$ cat config.mk
export PLATFORM = sky130hd
export DESIGN_NAME = bvh_fetch_arbiter
export DESIGN_NICKNAME = d
export VERILOG_FILES = /design/src/rtl/bvh_fetch_arbiter.sv
export SDC_FILE = /design/constraint.sdc
export NUM_CORES = 1
export LEC_CHECK = 0
export ABC_CLOCK_PERIOD_IN_PS = 1400
export CORE_AREA = 2 2 223 225
export DETAILED_ROUTE_END_ITERATION = 16
export DIE_AREA = 0 0 225 227
export REMOVE_ABC_BUFFERS = 1
export SETUP_SLACK_MARGIN = 0.2
export SYNTH_ARGS = -nofsm -noshare
export SYNTH_HDL_FRONTEND = slang
export SYNTH_SLANG_ARGS = --single-unit
$ cat constraint.sdc
create_clock -name clk -period 1.4 [get_ports clk]
set_input_delay 0.21 -clock clk [delete_from_list [all_inputs] [get_ports clk]]
set_output_delay 0.21 -clock clk [all_outputs]
set_load 0.01 [all_outputs]
$ cat src/rtl/bvh_fetch_arbiter.sv
// bvh_fetch_arbiter: shares one fixed-latency BVH memory read port between
// NUM_REQ traversal requesters. Round-robin grant, one outstanding fetch per
// requester, response routed back through a MEM_LAT-deep tag pipeline.
// Optional build macro: BVH_ARB_COALESCE_EN -- requesters asking for the same
// node index as the round-robin winner are granted alongside it and share
// the single memory read.
module bvh_fetch_arbiter #(
  parameter int NUM_REQ = 2,
  parameter int IDX_W   = 16,
  parameter int DATA_W  = 256,
  parameter int MEM_LAT = 2
) (
  input  logic                     clk,
  input  logic                     reset,
  input  logic [NUM_REQ-1:0]       req,
  input  logic [NUM_REQ*IDX_W-1:0] req_idx,
  output logic [NUM_REQ-1:0]       gnt,
  output logic [NUM_REQ-1:0]       rsp_valid,
  output logic [DATA_W-1:0]        rsp_data,
  output logic                     mem_rd_en,
  output logic [IDX_W-1:0]         mem_rd_addr,
  input  logic [DATA_W-1:0]        mem_rd_data
);

  localparam int PTR_W = (NUM_REQ > 1) ? $clog2(NUM_REQ) : 1;

  logic [PTR_W-1:0]   rr_ptr_q, rr_ptr_d;
  logic [NUM_REQ-1:0] pend_q, pend_d;
  logic [NUM_REQ-1:0] tag_q [MEM_LAT];
  logic [NUM_REQ-1:0] rsp_valid_q;
  logic [DATA_W-1:0]  rsp_data_q;

  logic [NUM_REQ-1:0] elig_s;
  logic [NUM_REQ-1:0] gnt_s;
  logic [NUM_REQ-1:0] tag_exit_s;
  logic [PTR_W-1:0]   winner_s;
  logic [PTR_W-1:0]   cand_s;
  logic               found_s;
  logic               hit_s;
  logic [IDX_W-1:0]   idx_arr_s [NUM_REQ];
  logic [IDX_W-1:0]   win_idx_s;

  // Round-robin winner search, grant vector, memory request and next state.
  always_comb begin
    for (int i = 0; i < NUM_REQ; i++) begin
      idx_arr_s[i] = req_idx[i*IDX_W +: IDX_W];
    end
    // No grants while reset is held, so nothing enters the tag pipe.
    elig_s   = reset ? {NUM_REQ{1'b0}} : (req & ~pend_q);
    found_s  = 1'b0;
    winner_s = {PTR_W{1'b0}};
    cand_s   = {PTR_W{1'b0}};
    hit_s    = 1'b0;
    for (int k = 0; k < NUM_REQ; k++) begin
      cand_s   = PTR_W'((int'(rr_ptr_q) + k) % NUM_REQ);
      hit_s    = ~found_s & elig_s[cand_s];
      winner_s = hit_s ? cand_s : winner_s;
      found_s  = found_s | hit_s;
    end
    win_idx_s = idx_arr_s[winner_s];

    gnt_s           = {NUM_REQ{1'b0}};
    gnt_s[winner_s] = found_s;
`ifdef BVH_ARB_COALESCE_EN
    for (int j = 0; j < NUM_REQ; j++) begin
      gnt_s[j] = gnt_s[j] | (found_s & elig_s[j] & (idx_arr_s[j] == win_idx_s));
    end
`else
    gnt_s = gnt_s;
`endif

    gnt         = gnt_s;
    mem_rd_en   = found_s;
    mem_rd_addr = found_s ? win_idx_s : {IDX_W{1'b0}};

    // Pointer advances past the round-robin winner only, even when coalescing.
    rr_ptr_d   = found_s ? PTR_W'((int'(winner_s) + 1) % NUM_REQ) : rr_ptr_q;
    tag_exit_s = tag_q[MEM_LAT-1];
    // A new grant sets pend; set takes priority over the response clear.
    pend_d     = (pend_q & ~tag_exit_s) | gnt_s;
  end

  // State registers: pointer, pending mask, tag pipe and registered response.
  always_ff @(posedge clk) begin
    if (reset) begin
      rr_ptr_q    <= {PTR_W{1'b0}};
      pend_q      <= {NUM_REQ{1'b0}};
      rsp_valid_q <= {NUM_REQ{1'b0}};
      rsp_data_q  <= {DATA_W{1'b0}};
      for (int s = 0; s < MEM_LAT; s++) begin
        tag_q[s] <= {NUM_REQ{1'b0}};
      end
    end else begin
      rr_ptr_q <= rr_ptr_d;
      pend_q   <= pend_d;
      tag_q[0] <= gnt_s;
      for (int s = 1; s < MEM_LAT; s++) begin
        tag_q[s] <= tag_q[s-1];
      end
      rsp_valid_q <= tag_exit_s;
      // Data is only captured for a live tag; otherwise the last word is held.
      if (tag_exit_s != {NUM_REQ{1'b0}}) begin
        rsp_data_q <= mem_rd_data;
      end else begin
        rsp_data_q <= rsp_data_q;
      end
    end
  end

  assign rsp_valid = rsp_valid_q;
  assign rsp_data  = rsp_data_q;

endmodule

Word level (Yosys, flattened, before mapping)
Memory sizes are Yosys's and may differ from the RTL's. Index checks and enable logic that the tools add are counted.

Add/subtract/negate cells: 2. $mul: 0. Div/mod/pow operators: 0. Magnitude comparators: 5. Eq/ne operators: 0. Shift operators: 0. Mux-type cells: 18. Bitwise logic cells: 12. Reduce and logical (&&, ||, !) cells: 2.

Operator list (count): 16-bit two-way mux (4); 1-bit two-way mux (10); 2-bit AND (3); 1-bit by 2-bit < comparator with 1-bit output, second input constant (3); 2-bit two-way mux (3); 2-bit inverter (2); 1-bit bitwise OR (3); 1-bit adder, second input constant (2); 2-bit >= comparator, second input constant (1); 1-bit inverter with 2-bit output (1); 2-bit bitwise OR (1); 2-bit nonzero test (1); 1-bit AND (1); 1-bit demux with 1-bit select (1); 1-bit >= comparator, second input constant (1); 1-bit logical AND (1); 1-bit inverter (1).

Flip-flop bits (word level): 261. Bits in latches: 0. Memory bits (writable): 4. ROM bits: 0. Bits of input ports: 292. Output and inout bits: 277. Word-level logic and storage cells: 44. Memories: 1.

Memories: tag_q (depth 2, bits a word 2, rd ports 2, clocked after memory_dff 0, write ports 2, line 29) `logic [NUM_REQ-1:0] tag_q [MEM_LAT];`.

Depth between registers and ports, before layout
Gate-level depths: netlist (run 1).

Word-level depth: 14. Mapped depth: 6. Gate-level depth less buffers: 3.

Least setup slack after synthesis (run 1)
No wires, ideal clock.

Path type: register to output. Start: reg rr_ptr_q. End: out mem_rd_addr[11]. Arrival time: 1.121 ns. Required time: 1.190 ns. Slack: 0.069 ns. Stages on the path, launching flop included: 5. Buffers on the path: 1. Cell sequence: dfxtp_1 > and3b_4 > nor3_4 > buf_6 > a22o_1.

Word-level cells in the longest chain between the ends: 10. Elaborated cells on any way between the ends: 15. Classes of those cells: 1 x add/sub; 10 x mux; 4 x bitwise.

Ends and longest elaborated chain: start: declaration (line 27) `logic [PTR_W-1:0] rr_ptr_q, rr_ptr_d;`; start signal: assignment (line 86) `rr_ptr_q <= {PTR_W{1'b0}};`; start signal: assignment (line 94) `rr_ptr_q <= rr_ptr_d;`; 1-bit adder or 1-bit two-way mux (tied branches) (line 55, 56); 1-bit two-way mux (implied by the code) (line 56) `hit_s = ~found_s & elig_s[cand_s];`; 1-bit two-way mux (implied by the code) or 1-bit inverter (tied branches) (line 56); 1-bit AND (line 56); 1-bit two-way mux (line 57) `winner_s = hit_s ? cand_s : winner_s;`; 1-bit inverter with 2-bit output (implied by the code) (line 60) `win_idx_s = idx_arr_s[winner_s];`; 16-bit two-way mux (implied by the code) (3 in a row) (line 60); 16-bit two-way mux (*) (line 74) `mem_rd_addr = found_s ? win_idx_s : {IDX_W{1'b0}};`; end: declaration (line 21) `output logic [IDX_W-1:0] mem_rd_addr,`.

Every way passes the cells marked *; elsewhere a longest branch is shown, timed or not. The select of a mux whose other input is x is not followed.

Worst setup path in the final report (run 1)
Start: reg pend_q[1]. End: out mem_rd_addr[1].

Word-level cells in the longest chain between the ends: 13. Elaborated cells on any way between the ends: 17. Classes of those cells: 11 x mux; 6 x bitwise.

Ends and longest elaborated chain: start: declaration (line 28) `logic [NUM_REQ-1:0] pend_q, pend_d;`; start signal: assignment (line 87) `pend_q <= {NUM_REQ{1'b0}};`; start signal: assignment (line 95) `pend_q <= pend_d;`; 2-bit inverter (*) (line 49) `elig_s = reset ? {NUM_REQ{1'b0}} : (req & ~pend_q);`; 2-bit AND (*) (line 49); 2-bit two-way mux (*) (line 49); 1-bit two-way mux (implied by the code) (2 in a row) (line 56); 1-bit inverter (line 56); 1-bit AND (line 56); 1-bit two-way mux (line 57); 1-bit inverter with 2-bit output (implied by the code) (line 60); 16-bit two-way mux (implied by the code) (3 in a row) (line 60); 16-bit two-way mux (*) (line 74).

Marks and branches as above.

==> results by group, run 1 <==
STA
  • Final Skew: about 0.018 ns
  • Final hold vios: 0
  • Slew @ Worst Pin: 0.647 ns
  • Max_slew headroom: 56.9%
  • Crit share post-route: 152%
  • Setup TNS: -18.04 ns
  • Slew Viols, Final: 0
  • Achievable Freq: 470 MHz
  • RSZ-0062 raised after global routing: true
  • Post-route setup slack: -0.729 ns
  • Final setup fails: around 150
  • Tmin final: approximately 2.1 ns

Die
  • Chip width: 225 um
  • Standard-cell row count: 81
  • I/O Pins: around 570
  • Die Ht: 227 um
  • Die area: a little over 50000 um2
  • Starting Density: roughly 20%
  • Core area: about 50000 um2

Worst setup path
  • Critical Path AT: about 1.9 ns
  • Crit-path leading delay family: buffers and inverters
  • R2R Setup Slk: -0.12 ns
  • Critical-path cell list: and3b_4 -> nor3_4 -> buf_12 -> buf_8 -> buf_6 -> a22o_1 -> buf_2
  • Buf/Inv on CP: 4
  • Crit end category: output pin
  • CP Max Fanout: 5
  • Worst flop-to-flop path startpoint: tag_q[0][2]$_SDFF_PP0_
  • Startpoint Class: register
  • CP Class: register to output pin
  • WP data required: 1.19 ns
  • Depth of the most critical reg-to-reg path: 8
  • Slowest CP cell: dfxtp_2
  • Instance count on the critical path: 7
  • CP peak stage delay: around 0.32 ns
  • RR Endpoint: rsp_data[198]$_SDFFE_PP0P_

Logic synthesis
  • EDFF count, synth: 0
  • Syn_area_per_cell: between 8 and 9 um2
  • Post-synth ARST share: 0%
  • Yosys warns: 0
  • Flop and latch count out of synthesis: 265
  • Top cell type's share of synthesized area: roughly 55%
  • Synth Flop Type: dfxtp_1
  • Commonest cells in the netlist: nand2_1, dfxtp_1, a21oi_1, buf_2, buf_6
  • Largest area contributor in the netlist: dfxtp_1
  • Post-synth cell types: 23
  • Cell count after synthesis: about 1200
  • Register area share after synthesis: a little under three fifths
  • Area contributors post-synth: dfxtp_1, nand2_1, a21oi_1
  • Mapped Area: approximately 9600 um2
  • Most frequent cell after synthesis: nand2_1

Global route
  • Number of global-route vias before repair: between 10000 and 15000
  • Overflow after GRT: 0
  • Top Usage Layer GRT: met2
  • First-pass GRT wire length: approximately 60000 um
  • Met1 Usage GRT: about 17%
  • Pin count of the biggest net entering global routing: between 90 and 100
  • M2 GR Usage: a little over a quarter
  • Met3 usage: between 4 and 5%
  • Initial antenna violation count: 0
  • Total GRT Usage: between 10% and 20%

Worst hold path
  • Hold path depth: 3
  • HP Start: mem_rd_data[233]
  • Hold EP: rsp_data[233]$_SDFFE_PP0P_
  • Hold WC Path Type: primary input to register

Clock tree
  • Reg clk slew, reported paths: roughly 0.06 ns
  • Root Buffer Master: clkbuf_16
  • CTS tree: yes
  • Clk_lat worst skew: 0.58 ns
  • CTS sink count: between 200 and 300
  • Max Buffers Root-to-Sink: 3
  • CTS Hold Bufs: 0
  • CTS H-tree lvls: 1
  • Inserted Clock Buffers: 31

Routing
  • DR DRC count: 0
  • Post-DRT Antenna Nets: 0
  • Vias per cell: roughly 4.4
  • Routed length per instance: 18.7 um
  • Vias: about 11000
  • Final wirelength: ~46000 um
  • DRT iter0 DRCs: 328
  • Drt pass-1 iters: 4

Power and ir drop
  • PwrDens: between 900 and 1000 nW/um2
  • Leakage: just under 9 nW
  • Total power draw: 21.9 mW
  • Worst IR Drop VDD: between 0.0007 and 0.0008 V

Placed design
  • Post-DP HPWL: 26900 um
  • Cells after DPL: between 2000 and 2500
  • Place WS: -0.777 ns
  • Port bufs: between 500 and 600
  • GP Congestion: around 0.85

Finish
  • Non-filler instance count after layout: roughly 2500
  • Area grow syn2layout: 130%
  • Final Core Density: approximately 45%
  • Fillers: around 4400
  • N_diodes: 0
  • Fin nets: roughly 2100
  • Fraction of layout cells with a size suffix above 1: 66.3%

Run status
  • Failing checks: setup timing
  • Status: complete, but fails checks

Flow run
  • Max-Cap Viols: 0
-- tightest hold or removal path: cells and delay by family --
family	cells	cell delay (ns)
AOI/OAI and AO/OA	1	0.05
buffers and inverters	1	0.40
and+or+nand+nor	1	0.05
-- power by group --
part / total (mW) / internal (mW) / switching [mW]
Clock: 7.80 / 4.55 / 3.25
Sequential: 8.49 / 8.06 / 0.432
Combinational: 5.60 / 3.22 / 2.38
Total: 21.9 / 15.8 / 6.06
-- cell families after synthesis --
kind of cell,after synthesis,share of synthesized area [%]
simple gates,530,22.4
compound gates,274,15.8
flops,265,55.5
buf+inv,90,6.40
-- per-layer routing --
metal  vias to the layer above  wire [um]
met1                      5211      17600
met2                       432      23800
met4                         0       1390
met3                        88       3410
met5                         -          0
li1                       5107          -
-- per-stage QoR --
| step | cell area (um2) | hold WS (ns) |
|---|---|---|
| global route | 22000 | 0.161 |
| detailed placement | 16100 | 0.428 |
| global placement | 16100 | 0.416 |
| floorplan | 8960 | 0.272 |
| finish | 22000 | 0.174 |
| CTS | 19100 | 0.141 |
-- area by class of cell --
class	instances	area, um2	share of cell area, %
clock inverters	5	33.8	0.154
repair buffers	721	8690	39.5
multi-input cells	805	5910	26.9
clock buffers	48	940	4.27
well taps	622	778	3.54
inverters	1	3.75	0.0171
flip-flops and latches	265	5640	25.6
-- what timing repair did --
action | in CTS | in global routing
pin swaps | 117 | 331
gates resized for setup | 1816 | 574
cloned | 21 | 31
endpoints found under the setup margin | 531 | 535
buffers inserted | 32 | 12
-- registers in the layout (all words and copies together), names as in the netlist --
| signal | flops |
|---|---|
| pend_q | 2 |
| rr_ptr_q | 1 |
| tag_q | 4 |
| rsp_valid | 2 |
| rsp_data | 256 |
-- placed cells by master (no fill, tap or decap), types with 17 or more instances in the layout --
cell and count:
a21oi_2 191, buf_2 17, clkdlybuf4s50_1 290, nand2_2 92
nand2_4 188, a21oi_1 66, buf_16 26, buf_6 277
dfxtp_2 261, buf_4 32, nand2_1 231, buf_12 36
clkbuf_16 57
-- worst max path at each step --
stage / start / endpoint / slack, ns
3_3_place_gp: req[0] / mem_rd_addr[2] / -0.74
6_report: pend_q[1]$_SDFF_PP0_ / mem_rd_addr[1] / -0.73
5_1_grt: pend_q[1]$_SDFF_PP0_ / mem_rd_addr[5] / -0.80
4_1_cts: rr_ptr_q$_SDFFE_PP0P_ / mem_rd_addr[1] / -0.78
3_5_place_dp: req[0] / mem_rd_addr[9] / -0.78
2_1_floorplan: tag_q[0][2]$_SDFF_PP0_ / rsp_data[100]$_SDFFE_PP0P_ / -4.19
Power figures use the tool's default switching activity.
==> run 2: changes to the inputs <==
--- a/config.mk
+++ b/config.mk
@@ -6,6 +6,7 @@
 export NUM_CORES = 1
 export LEC_CHECK = 0
 export ABC_CLOCK_PERIOD_IN_PS = 1400
+export CAP_MARGIN = 20
 export CORE_AREA = 2 2 223 225
 export DETAILED_ROUTE_END_ITERATION = 16
 export DIE_AREA = 0 0 225 227
==> results of run 2 <==
Same layout as run 1: the final DEF is identical, and so are final timing and power.
==> run 3: changes to the inputs <==
--- a/config.mk
+++ b/config.mk
@@ -10,8 +10,10 @@
 export CORE_AREA = 2 2 223 225
 export DETAILED_ROUTE_END_ITERATION = 16
 export DIE_AREA = 0 0 225 227
+export GPL_TIMING_DRIVEN = 0
 export REMOVE_ABC_BUFFERS = 1
 export SETUP_SLACK_MARGIN = 0.2
+export SKIP_CTS_REPAIR_TIMING = 1
 export SYNTH_ARGS = -nofsm -noshare
 export SYNTH_HDL_FRONTEND = slang
 export SYNTH_SLANG_ARGS = --single-unit
==> run 3 against run 2 <==
  * The flow still finishes with violations (setup timing)
  * Sequential share of layout area rose by 0.34 points
  * Final area is 6.7% lower
  * Worst setup slack worse by 0.0035 ns
  * Power is 1.4% lower
  * Via count increased by 0.63%
  * Final cell count decreased by 0.16%
  * Fmax shrank 0.17%
  * Routed wire length rose by 7.1%
  * Global-route usage is 2.8 points lower
  * Clock skew shrank 0.011 ns
  * Critical path depth fell by 1
  * Largest cell class unchanged
==> results by group, run 3 (synthesis gave the netlist of run 1 again) <==
Run status
  • Status: complete, but fails checks
  • Failing checks: setup timing

Die
  • Die Ht: ~230 um
  • Core area: between 40000 and 50000 um2
  • Standard-cell row count: roughly 80
  • I/O Pins: around 570
  • Starting Density: slightly below 20%
  • Die area: ~50000 um2
  • Chip width: roughly 230 um

Global route
  • M2 GR Usage: ~23%
  • Initial antenna violation count: 1
  • Number of global-route vias before repair: about 9500
  • Overflow after GRT: 0
  • First-pass GRT wire length: just over 50000 um
  • Met3 usage: ~3.8%
  • Top Usage Layer GRT: met2
  • Met1 Usage GRT: 13.2%
  • Pin count of the biggest net entering global routing: between 100 and 150
  • Total GRT Usage: 12.3%

Flow run
  • Max-Cap Viols: 0

Routing
  • Vias: approximately 11000
  • Drt pass-1 iters: 5
  • DRT iter0 DRCs: between 400 and 500
  • DR DRC count: 0
  • Vias per cell: around 4.4
  • Post-DRT Antenna Nets: 0
  • Final wirelength: about 49000 um
  • Routed length per instance: approximately 20 um

Worst setup path
  • CP peak stage delay: between 0.3 and 0.4 ns
  • Startpoint Class: register
  • Crit-path leading delay family: buffers and inverters
  • Buf/Inv on CP: 3
  • WP data required: roughly 1.2 ns
  • Critical Path AT: around 1.9 ns
  • Critical-path cell list: and3b_4 -> nor3_4 -> buf_12 -> buf_8 -> a22o_1 -> buf_2
  • CP Max Fanout: 7
  • CP Class: register to output pin
  • Slowest CP cell: dfxtp_2
  • Crit end category: output pin

Power and ir drop
  • Clk pwr share: 36.9%
  • Net Sw Frac: approximately 27%
  • Leakage: slightly above 8 nW
  • PwrDens: 1050 nW/um2
  • Logic pwr share: 24.8%
  • Internal: around 16 mW
  • Total power draw: 21.6 mW
  • Net Sw Power: just under 6 mW
  • Flop pwr share: between 30% and 40%
  • Worst IR Drop VDD: approximately 0.00089 V

STA
  • Final Skew: 0.00728 ns
  • Achievable Freq: around 470 MHz
  • Final setup fails: about 360
  • Max_slew headroom: between 30% and 40%
  • Crit share post-route: 152%
  • Final hold vios: 0
  • Slew @ Worst Pin: 1.01 ns
  • Setup TNS: -72.35 ns
  • Slew Viols, Final: 0
  • RSZ-0062 raised after global routing: true
  • Post-route setup slack: -0.733 ns
  • Tmin final: roughly 2.1 ns

Clock tree
  • Inserted Clock Buffers: 30
  • Max Buffers Root-to-Sink: 3
  • CTS sink count: about 270
  • CTS H-tree lvls: 1
  • Reg clk slew, reported paths: around 0.060 ns
  • Root Buffer Master: clkbuf_16
  • Clk_lat worst skew: around 0.57 ns
  • CTS tree: yes

Worst hold path
  • Hold WC Path Type: primary input to register

Finish
  • Max reg flops: about 260
  • Fin nets: around 2100
  • Area grow syn2layout: 115%
  • Fraction of layout cells with a size suffix above 1: 31.7%
  • Most common cell after layout, fill and taps aside: clkdlybuf4s50_1
  • Most frequent cells in the layout: clkdlybuf4s50_1, nand2_1, dfxtp_1
  • N_diodes: 0

Placed design
  • Place WS: -1.05 ns
  • Post-DP HPWL: about 25000 um
  • Port bufs: 568
  • GP Congestion: approximately 0.74
==> run 3: cell types whose count changed in the layout (fill, tap and decap cells not counted), moves of 56 or more <==
| cell | change |
|---|---|
| a21oi_2 | -69 |
| dfxtp_2 | -255 |
| clkdlybuf4s50_1 | +197 |
| nand2_1 | +80 |
| buf_6 | -250 |
| nand2_4 | -56 |
| a21oi_1 | +69 |
| dfxtp_1 | +252 |
==> run 3: routing by layer <==
layer,vias up,wire length (um)
met5,-,0
met4,0,1110
met3,64,3230
met2,428,24400
met1,5331,20700
li1,5083,-
==> run 3: final timing paths <==
kind | from | endpoint | slack (ns) | depth (start not counted)
worst max-delay path | pend_q[1]$_SDFF_PP0_ | mem_rd_addr[8] | -0.73 | 6
worst min-delay path | reset | rsp_data[241]$_SDFFE_PP0P_ | 0.14 | 2
worst max register to register | tag_q[0][3]$_SDFF_PP0_ | rsp_data[86]$_SDFFE_PP0P_ | -0.09 | 4
worst min register to register | rsp_data[147]$_SDFFE_PP0P_ | rsp_data[147]$_SDFFE_PP0P_ | 0.45 | 2
==> run 3: layout make-up <==
type	instances	area (um2)
fillers	4592	28000
repair buffers	714	8250
flip-flops and latches	265	5330
multi-input cells	807	5170
clock buffers	47	896
well taps	622	778
clock inverters	7	85.1
inverters	1	3.75
==> run 3: power groups by stage <==
stage / sequential, mW / clock (mW) / combinational [mW]
3_3_place_gp: 8.34 / 0 / 3.46
4_1_cts: 8.19 / 8.10 / 3.37
2_1_floorplan: 8.52 / 0 / 0.994
5_1_grt: 8.32 / 8.40 / 5.61
3_5_place_dp: 8.34 / 0 / 3.35
6_report: 8.28 / 7.95 / 5.35
==> run 3: worst reg2reg max path: stages (launching register included) <==
cell and delay (ns):
dfxtp_4 0.37, buf_4 0.16, or2_2 0.55, nand2_1 0.18, a21oi_1 0.07
==> run 3: stage by stage <==
stage | hold slack (ns) | cells | instance area (um2) | utilization, %
after global routing | 0.176 | 2463 | 20500 | 42.3
after global placement | 0.418 | 2260 | 15400 | 31.8
after CTS | 0.156 | 2325 | 16700 | 34.3
after floorplan | 0.272 | 1070 | 8960 | -
after detailed placement | 0.422 | 2271 | 15700 | 32.3
final | 0.145 | 2463 | 20500 | 42.3
